### src/rtl/fetch_sequencer_pkg.sv
// rtl/fetch_sequencer_pkg.sv - timing-count encoding and instruction field positions
package fetch_sequencer_pkg;

  typedef enum logic [2:0] {
    SC_T0   = 3'd0,
    SC_T1   = 3'd1,
    SC_T2   = 3'd2,
    SC_EXEC = 3'd3,
    SC_RT0  = 3'd4,
    SC_RT1  = 3'd5,
    SC_RT2  = 3'd6,
    SC_IDLE = 3'd7
  } sc_e;

  localparam int IR_I_BIT   = 15;
  localparam int IR_OP_HI   = 14;
  localparam int IR_OP_LO   = 12;
  localparam int IR_ADDR_HI = 11;
  localparam int IR_ADDR_LO = 0;
  localparam int OP_W       = IR_OP_HI - IR_OP_LO + 1;
  localparam int DEC_W      = 1 << OP_W;

  function automatic logic [OP_W-1:0] ir_opcode(input logic [15:0] ir);
    return ir[IR_OP_HI:IR_OP_LO];
  endfunction

endpackage

### src/rtl/fetch_sequencer_opcode_decoder_3to8.sv
// rtl/fetch_sequencer_opcode_decoder_3to8.sv - combinational 3-to-8 one-hot opcode decode
module opcode_decoder_3to8
  import fetch_sequencer_pkg::*;
(
  input  logic [OP_W-1:0]  opcode_i,
  output logic [DEC_W-1:0] onehot_o
);

  always_comb begin
    onehot_o           = '0;
    onehot_o[opcode_i] = 1'b1;
  end

endmodule

### src/rtl/fetch_sequencer.sv
// rtl/fetch_sequencer.sv - fetch/decode timing controller feeding the execute unit
// Interrupt cycle (RT0..RT2) is built only when FETCH_SEQ_INTERRUPT_EN is defined.
module fetch_sequencer
  import fetch_sequencer_pkg::*;
#(
  parameter int WIDTH  = 12,
  parameter int DATA_W = 16
) (
  input  logic              clk,
  input  logic              reset_n,
  input  logic              start,
  input  logic              halt,
  input  logic [WIDTH-1:0]  pc_value,
  input  logic [DATA_W-1:0] mem_rdata,
  input  logic              mem_ready,
  input  logic              exec_done,
  output logic              reset_pc,
  output logic              increment_pc,
  output logic              ar_load,
  output logic [WIDTH-1:0]  ar_data,
  output logic              mem_rd,
  output logic              mem_wr,
  output logic [DATA_W-1:0] mem_wdata,
  output logic [DATA_W-1:0] ir,
  output logic [7:0]        opcode_dec,
  output logic              ind,
  output logic [2:0]        sc,
  output logic              exec_valid,
  input  logic              ien,
  input  logic              fgi,
  input  logic              fgo,
  output logic              ien_clr
);

  sc_e               state_q, state_d;
  logic [DATA_W-1:0] ir_q, ir_d;
  logic [DEC_W-1:0]  dec_q, dec_d, dec_comb;
  logic              ind_q, ind_d;
  logic [WIDTH-1:0]  addr_field;

  logic              ar_load_c;
  logic [WIDTH-1:0]  ar_data_c;
  logic              mem_rd_c;
  logic              mem_wr_c;
  logic              inc_pc_c;
  logic              reset_pc_c;
  logic              ien_clr_c;
  logic              exec_valid_c;

`ifdef FETCH_SEQ_INTERRUPT_EN
  logic              r_q, r_d;
  logic [WIDTH-1:0]  tr_q, tr_d;
`else
  logic              unused_irq_inputs;
  assign unused_irq_inputs = ien ^ fgi ^ fgo;
`endif

  assign addr_field = WIDTH'(ir_q[IR_ADDR_HI:IR_ADDR_LO]);

  opcode_decoder_3to8 u_dec (
    .opcode_i (ir_opcode(ir_q)),
    .onehot_o (dec_comb)
  );

  always_ff @(posedge clk or negedge reset_n) begin
    if (!reset_n) begin
      state_q <= SC_IDLE;
      ir_q    <= '0;
      dec_q   <= '0;
      ind_q   <= 1'b0;
`ifdef FETCH_SEQ_INTERRUPT_EN
      r_q     <= 1'b0;
      tr_q    <= '0;
`endif
    end else begin
      state_q <= state_d;
      ir_q    <= ir_d;
      dec_q   <= dec_d;
      ind_q   <= ind_d;
`ifdef FETCH_SEQ_INTERRUPT_EN
      r_q     <= r_d;
      tr_q    <= tr_d;
`endif
    end
  end

  // Strobes decode from state only; the PC pulses in T1/RT1 alone follow mem_ready.
  always_comb begin
    state_d      = state_q;
    ir_d         = ir_q;
    dec_d        = dec_q;
    ind_d        = ind_q;
    ar_load_c    = 1'b0;
    ar_data_c    = '0;
    mem_rd_c     = 1'b0;
    mem_wr_c     = 1'b0;
    inc_pc_c     = 1'b0;
    reset_pc_c   = 1'b0;
    ien_clr_c    = 1'b0;
    exec_valid_c = 1'b0;
`ifdef FETCH_SEQ_INTERRUPT_EN
    r_d          = r_q;
    tr_d         = tr_q;
`endif
    case (state_q)
      SC_IDLE: begin
        if (start) state_d = SC_T0;
      end
      SC_T0: begin
        ar_load_c = 1'b1;
        ar_data_c = pc_value;
        state_d   = SC_T1;
      end
      SC_T1: begin
        mem_rd_c  = 1'b1;
        ar_data_c = pc_value;
        if (mem_ready) begin
          ir_d     = mem_rdata;
          inc_pc_c = 1'b1;
          state_d  = SC_T2;
        end
      end
      SC_T2: begin
        ar_load_c = 1'b1;
        ar_data_c = addr_field;
        dec_d     = dec_comb;
        ind_d     = ir_q[IR_I_BIT];
        state_d   = SC_EXEC;
      end
      SC_EXEC: begin
        exec_valid_c = 1'b1;
        ar_data_c    = addr_field;
`ifdef FETCH_SEQ_INTERRUPT_EN
        if (ien && (fgi || fgo)) r_d = 1'b1;
`endif
        if (exec_done) begin
          if (halt) state_d = SC_IDLE;
`ifdef FETCH_SEQ_INTERRUPT_EN
          else if (r_d) state_d = SC_RT0;
`endif
          else state_d = SC_T0;
        end
      end
`ifdef FETCH_SEQ_INTERRUPT_EN
      SC_RT0: begin
        ar_load_c = 1'b1;
        tr_d      = pc_value;
        state_d   = SC_RT1;
      end
      SC_RT1: begin
        mem_wr_c = 1'b1;
        if (mem_ready) begin
          reset_pc_c = 1'b1;
          state_d    = SC_RT2;
        end
      end
      SC_RT2: begin
        inc_pc_c  = 1'b1;
        ien_clr_c = 1'b1;
        r_d       = 1'b0;
        state_d   = SC_T0;
      end
`endif
      default: state_d = SC_IDLE;
    endcase
  end

  assign sc           = state_q;
  assign ir           = ir_q;
  assign opcode_dec   = dec_q;
  assign ind          = ind_q;
  assign ar_load      = ar_load_c;
  assign ar_data      = ar_data_c;
  assign mem_rd       = mem_rd_c;
  assign mem_wr       = mem_wr_c;
  assign increment_pc = inc_pc_c;
  assign reset_pc     = reset_pc_c;
  assign ien_clr      = ien_clr_c;
  assign exec_valid   = exec_valid_c;
`ifdef FETCH_SEQ_INTERRUPT_EN
  assign mem_wdata    = DATA_W'(tr_q);
`else
  assign mem_wdata    = '0;
`endif

endmodule

### config.mk
export PLATFORM = sky130hd
export DESIGN_NAME = fetch_sequencer
export DESIGN_NICKNAME = d
export VERILOG_FILES = /design/src/rtl/fetch_sequencer_pkg.sv /design/src/rtl/fetch_sequencer_opcode_decoder_3to8.sv /design/src/rtl/fetch_sequencer.sv
export SDC_FILE = /design/constraint.sdc
export NUM_CORES = 1
export LEC_CHECK = 0
export ABC_AREA = 0
export CORE_MARGIN = 1
export CORE_UTILIZATION = 39
export CTS_BUF_LIST = sky130_fd_sc_hd__clkbuf_16
export DETAILED_ROUTE_END_ITERATION = 12
export PLACE_DENSITY = 0.9
export SETUP_SLACK_MARGIN = 0.15
export SLEW_MARGIN = 20
export SYNTH_ARGS = -nofsm -noshare
export SYNTH_HDL_FRONTEND = slang
export SYNTH_SLANG_ARGS = --single-unit
export TNS_END_PERCENT = 30
### constraint.sdc
create_clock -name clk -period 4.32 [get_ports clk]
set_input_delay 0.432 -clock clk [delete_from_list [all_inputs] [get_ports clk]]
set_output_delay 0.432 -clock clk [all_outputs]
set_load 0.03 [all_outputs]
### Word-level counts from Yosys, hierarchy flattened

Index checks and enable logic that the tools add are counted.

* shift-type cells: 0
* multiplexer cells: 13
* $add $sub $neg: 0
* bitwise operators: 0
* equality and inequality tests: 7
* magnitude comparators: 2
* reduce and logical (&&, ||, !) cells: 7
* div/mod/pow operators: 0
* multiply operators: 0

Operators with widths (count)
* $pmux W12 S2: 1
* $pmux W3 S5: 1
* $mux W3: 4
* $eq A3 B2 Y1 const B: 2
* $mux W1: 6
* $ne A2 B2 Y1 const B: 3
* $reduce_or A2 Y1: 3
* $lt A3 B4 Y1 const B: 1
* $demux W1 S3: 1
* $eq A3 B1 Y1 const B: 1
* $eq A3 B3 Y1 const B: 1
* $ge A3 B1 Y1 const B: 1
* $logic_not A3 Y1: 1
* $reduce_and A3 Y1: 1
* $reduce_and A2 Y1: 1
* $logic_and A1 B1 Y1: 1

* register bits: 28
* bits in latches: 0
* bits in read-only memories: 0
* word-level logic and storage cells: 33
* memories: 0
* output and inout bits: 63
* bits in writable memories: 0

### Logic depth before layout (Yosys ltp)

* word-level depth: 4
* depth in mapped cells: 5
* gate-level depth less buffers: 2

### Cells and area by module

A second synthesis with hierarchy kept.

* cells, all modules: 126
* area, all modules: 1590.3 um^2

By module, submodules not included
* fetch_sequencer: area an instance 1525.2 um^2, cells an instance 118, times used 1
* opcode_decoder_3to8: area an instance 65.1 um^2, cells an instance 8, times used 1

### Worst setup path after synthesis

Ideal clock, no wire load.

* path type: register -> output
* start: register state_q[1] (netlist: sc[1])
* end: output mem_rd
* path buffers: 2
* data arrival time: 1.512 ns
* stages on the path, launching flop included: 4
* path slack: 2.376 ns
* required time: 3.888 ns
* path through: dfstp_2 -> buf_6 -> buf_4 -> nor3b_1

* longest elaborated chain between the ends: 2

Ends and longest elaborated chain
* start, declared: line fetch_sequencer.sv:35 `sc_e state_q, state_d;`
* start signal, assigned: line fetch_sequencer.sv:76 `state_q <= state_d;`
* $eq A3 B1 Y1: line fetch_sequencer.sv:105 `case (state_q)`
* $mux W1: line fetch_sequencer.sv:105
* end, declared: line fetch_sequencer.sv:21 `output logic mem_rd,`

No other way between the ends.

### Final worst setup path

* start: register state_q[1] (netlist: sc[1])
* end: output ar_data[9]

* longest elaborated chain between the ends: 3
* elaborated cells between the ends (all ways): 7
* classes of those cells: eq/ne (3); mux (1); reduce/logical (3)

Ends and longest elaborated chain
* $eq A3 B2 Y1 (tied with other cells): line fetch_sequencer.sv:105
* $reduce_or A2 Y1 (no source line)
* $pmux W12 S2 (*): line fetch_sequencer.sv:105
* end, declared: line fetch_sequencer.sv:20 `output logic [WIDTH-1:0] ar_data,`

Every way passes the cells marked *; elsewhere a longest branch is shown, timed or not.

==> impl_metrics.toml <==
[timing]
min_period_ns = 2.502
tightest_slew_ns = 0.7125
rsz0062_at_grt = "no"
slew_viol_final = 0
period_share = 0.5792
setup_viol = 0
hold_slack_ns = 0.5050
skew_ns = 0.002716
setup_tns_ns = 0
slew_headroom = 0.5229
max_clock_freq_mhz = 399.6
hold_viol = 0

[cts]
cts_tree = "built"
cts-root-buf = "clkbuf_16"
htree_levels = 1
numCtsBuffers = 3
cts_buffer_depth = 2
post_cts_resized = 0
clk_pin_slew_worst_paths_ns = 0.06
clk-insertion-delay-late_ns = 0.25
post-cts-setup-buffers = 0
hold_buffers = 0
cts_sinks = 28

[setup_path]
startpoint_type = "register"
crit_buf_inv = 1
cp_max_fo = 21
cp-end-kind = "output port"
slowest_stage = "dfstp_2"
crit_chain = "mux2i_1, nor2_1, clkdlybuf4s50_1"
rrSetupSlack_ns = 2.22
crit-reg2reg-launch = "sc[1]"
ff2ff_path_depth = 2
crit_required_ns = 3.89
cp.arrival_ns = 2.07
r2r-end = "opcode_dec[1]"
cpPeakStageDelay_ns = 0.88
worstSetupPathType = "reg -> out"
critical_path.top_delay_family = "flip-flops"

[power]
p_leak_nw = 1.072
worst_ir_drop_vdd_v = 0.0004411
power_density_mw_per_mm2 = 831.8

[cells_and_area]
nNetsFinal = 238
fin_area_sq_mm = 0.002351
n_fill_cell = 316
drive_gt1_frac = 0.1850
syn_to_final_growth_pct = 48.30
fin_util = 0.6234
instances_no_fill = 248
multi_input_area_sq_um = 721.9
regArea_sq_um = 704.4
diodes = 0

[drt]
drt_wl_total_microns = 3357
drc = 0
drt-pass1-iter-count = 4
drt_iter0_markers = 30
routed-via-count = 1157
routedWlPerCell_microns = 13.54
final_antenna_net_count = 0
viasPerCell = 4.665

[synthesis]
synth_area_per_cell_sq_um = 12.58
syn_area_sq_mm = 0.001585
syn_inst = 126
ys_seq_area_frac = 0.4444
synthDistinctLibCells = 22
synth_seq_cells = 28
yosysWarningCount = 0

[place]
dpl.cell_count = 244
place_congestion = 0.7090
io_buffers = 77
dpl_cell_area_sq_mm = 0.002272
dpl.hpwl_microns = 2511

[global_route]
grt_pass1_vias = 1150
grt_max_degree = 29
overflow = 0
antenna_found_initial = 0
grt_util_all_layers = 0.1670
grt_pass1_wl_microns = 5464

[floorplan]
io_pins = 100
start_util = 0.4204
fp.dieArea_sq_mm = 0.004324
core_area_sq_mm = 0.003771
die_x_microns = 65.76
fp.dieH_microns = 65.76
num_rows = 22

[hold_path]
hp-class = "reg -> reg"
holdPathStages = 1
hold_start = "opcode_dec[0]"
min_to = "opcode_dec[0]"

[outcome]
status = "complete, no violations"

[flow_run]
drv_cap = 0
state kept, by name, summed over array words and instances (netlist names):
signal	flops
ind	1
ir	16
opcode_dec	8
sc	3
power breakdown:
part           total, mW  internal (mW)  switching [mW]
sequential         0.575          0.398           0.177
clock              0.204          0.124          0.0798
combinational       1.18          0.569           0.609
total               1.96           1.09           0.865
routing by layer:
metal / track usage / vias up / part of all wire / routed length [microns]
met1: 0.1950 / 564 / 0.40 / 1354
li1: - / 546 / - / -
met5: 0 / - / 0 / 0
met2: 0.2997 / 45 / 0.52 / 1750
met3: 0.04340 / 2 / 0.071 / 237
met4: 0.04076 / 0 / 0.0045 / 15
stage by stage:
| stage | total power, mW | setup slack [ns] |
|---|---|---|
| finish | 1.956 | 1.818 |
| global route | 2.067 | 1.683 |
| CTS | 1.975 | 1.803 |
| detailed placement | 1.765 | 1.892 |
| global placement | 1.744 | 1.903 |
| floorplan | 1.316 | 2.376 |
area by class of cell:
type / instances / area share
timing repair buffer: 79 / 0.3342
multi-input combinational: 89 / 0.3071
sequential: 28 / 0.2996
clock buffer: 3 / 0.03193
tap: 48 / 0.02555
clock inverter: 1 / 0.001597
cell usage in the layout, fill, tap and decap left out, drive strengths merged, types with 2 or more instances in the layout:
cell type / count
and3b: 3
nor3b: 5
mux2: 25
clkbuf: 3
clkdlybuf4s50: 77
nor2: 15
a211oi: 3
conb: 19
dfrtp: 25
buf: 2
mux2i: 12
dfstp: 3
cell usage after synthesis:
cell type  number  area (sq um)
nor3b_2         1         12.51
buf_6           4         45.04
dfstp_2         3         78.83
conb_1          1         3.750
nor3_1          1         5.000
and4_2          1         10.01
and3_1          1         6.260
and4bb_2        1         12.51
mux2i_1        12         120.1
and3b_1         3         26.28
nor4bb_4        1         25.02
clkbuf_1        1         3.750
nor2_1         15         56.30
a211oi_1        3         22.52
a41oi_1         1         8.760
mux2_2         17         191.4
nand2_1         1         3.750
mux2_4          8         120.1
dfrtp_1        25         625.6
buf_4          21         157.7
buf_12          1         20.02
nor3b_1         4         30.03
kinds of logic after synthesis:
| family | after synthesis | share of synthesized area |
|---|---|---|
| AOI/OAI and AO/OA | 4 | 0.01973 |
| buffers and inverters | 27 | 0.1429 |
| DFF | 28 | 0.4444 |
| muxes | 37 | 0.2723 |
| other | 1 | 0.002366 |
| and+or+nand+nor | 29 | 0.1184 |
worst max path at each step:
stage / from / endpoint / slack (ns) / depth (start not counted)
5_1_grt: sc[1] / ar_data[2] / 1.68 / 3
3_3_place_gp: mem_ready / increment_pc / 1.90 / 3
3_5_place_dp: mem_ready / increment_pc / 1.89 / 3
6_report: sc[1] / ar_data[9] / 1.82 / 3
4_1_cts: sc[1] / ar_data[8] / 1.80 / 3
2_1_floorplan: sc[1] / mem_rd / 2.38 / 3
(Power assumes the default switching activity.)
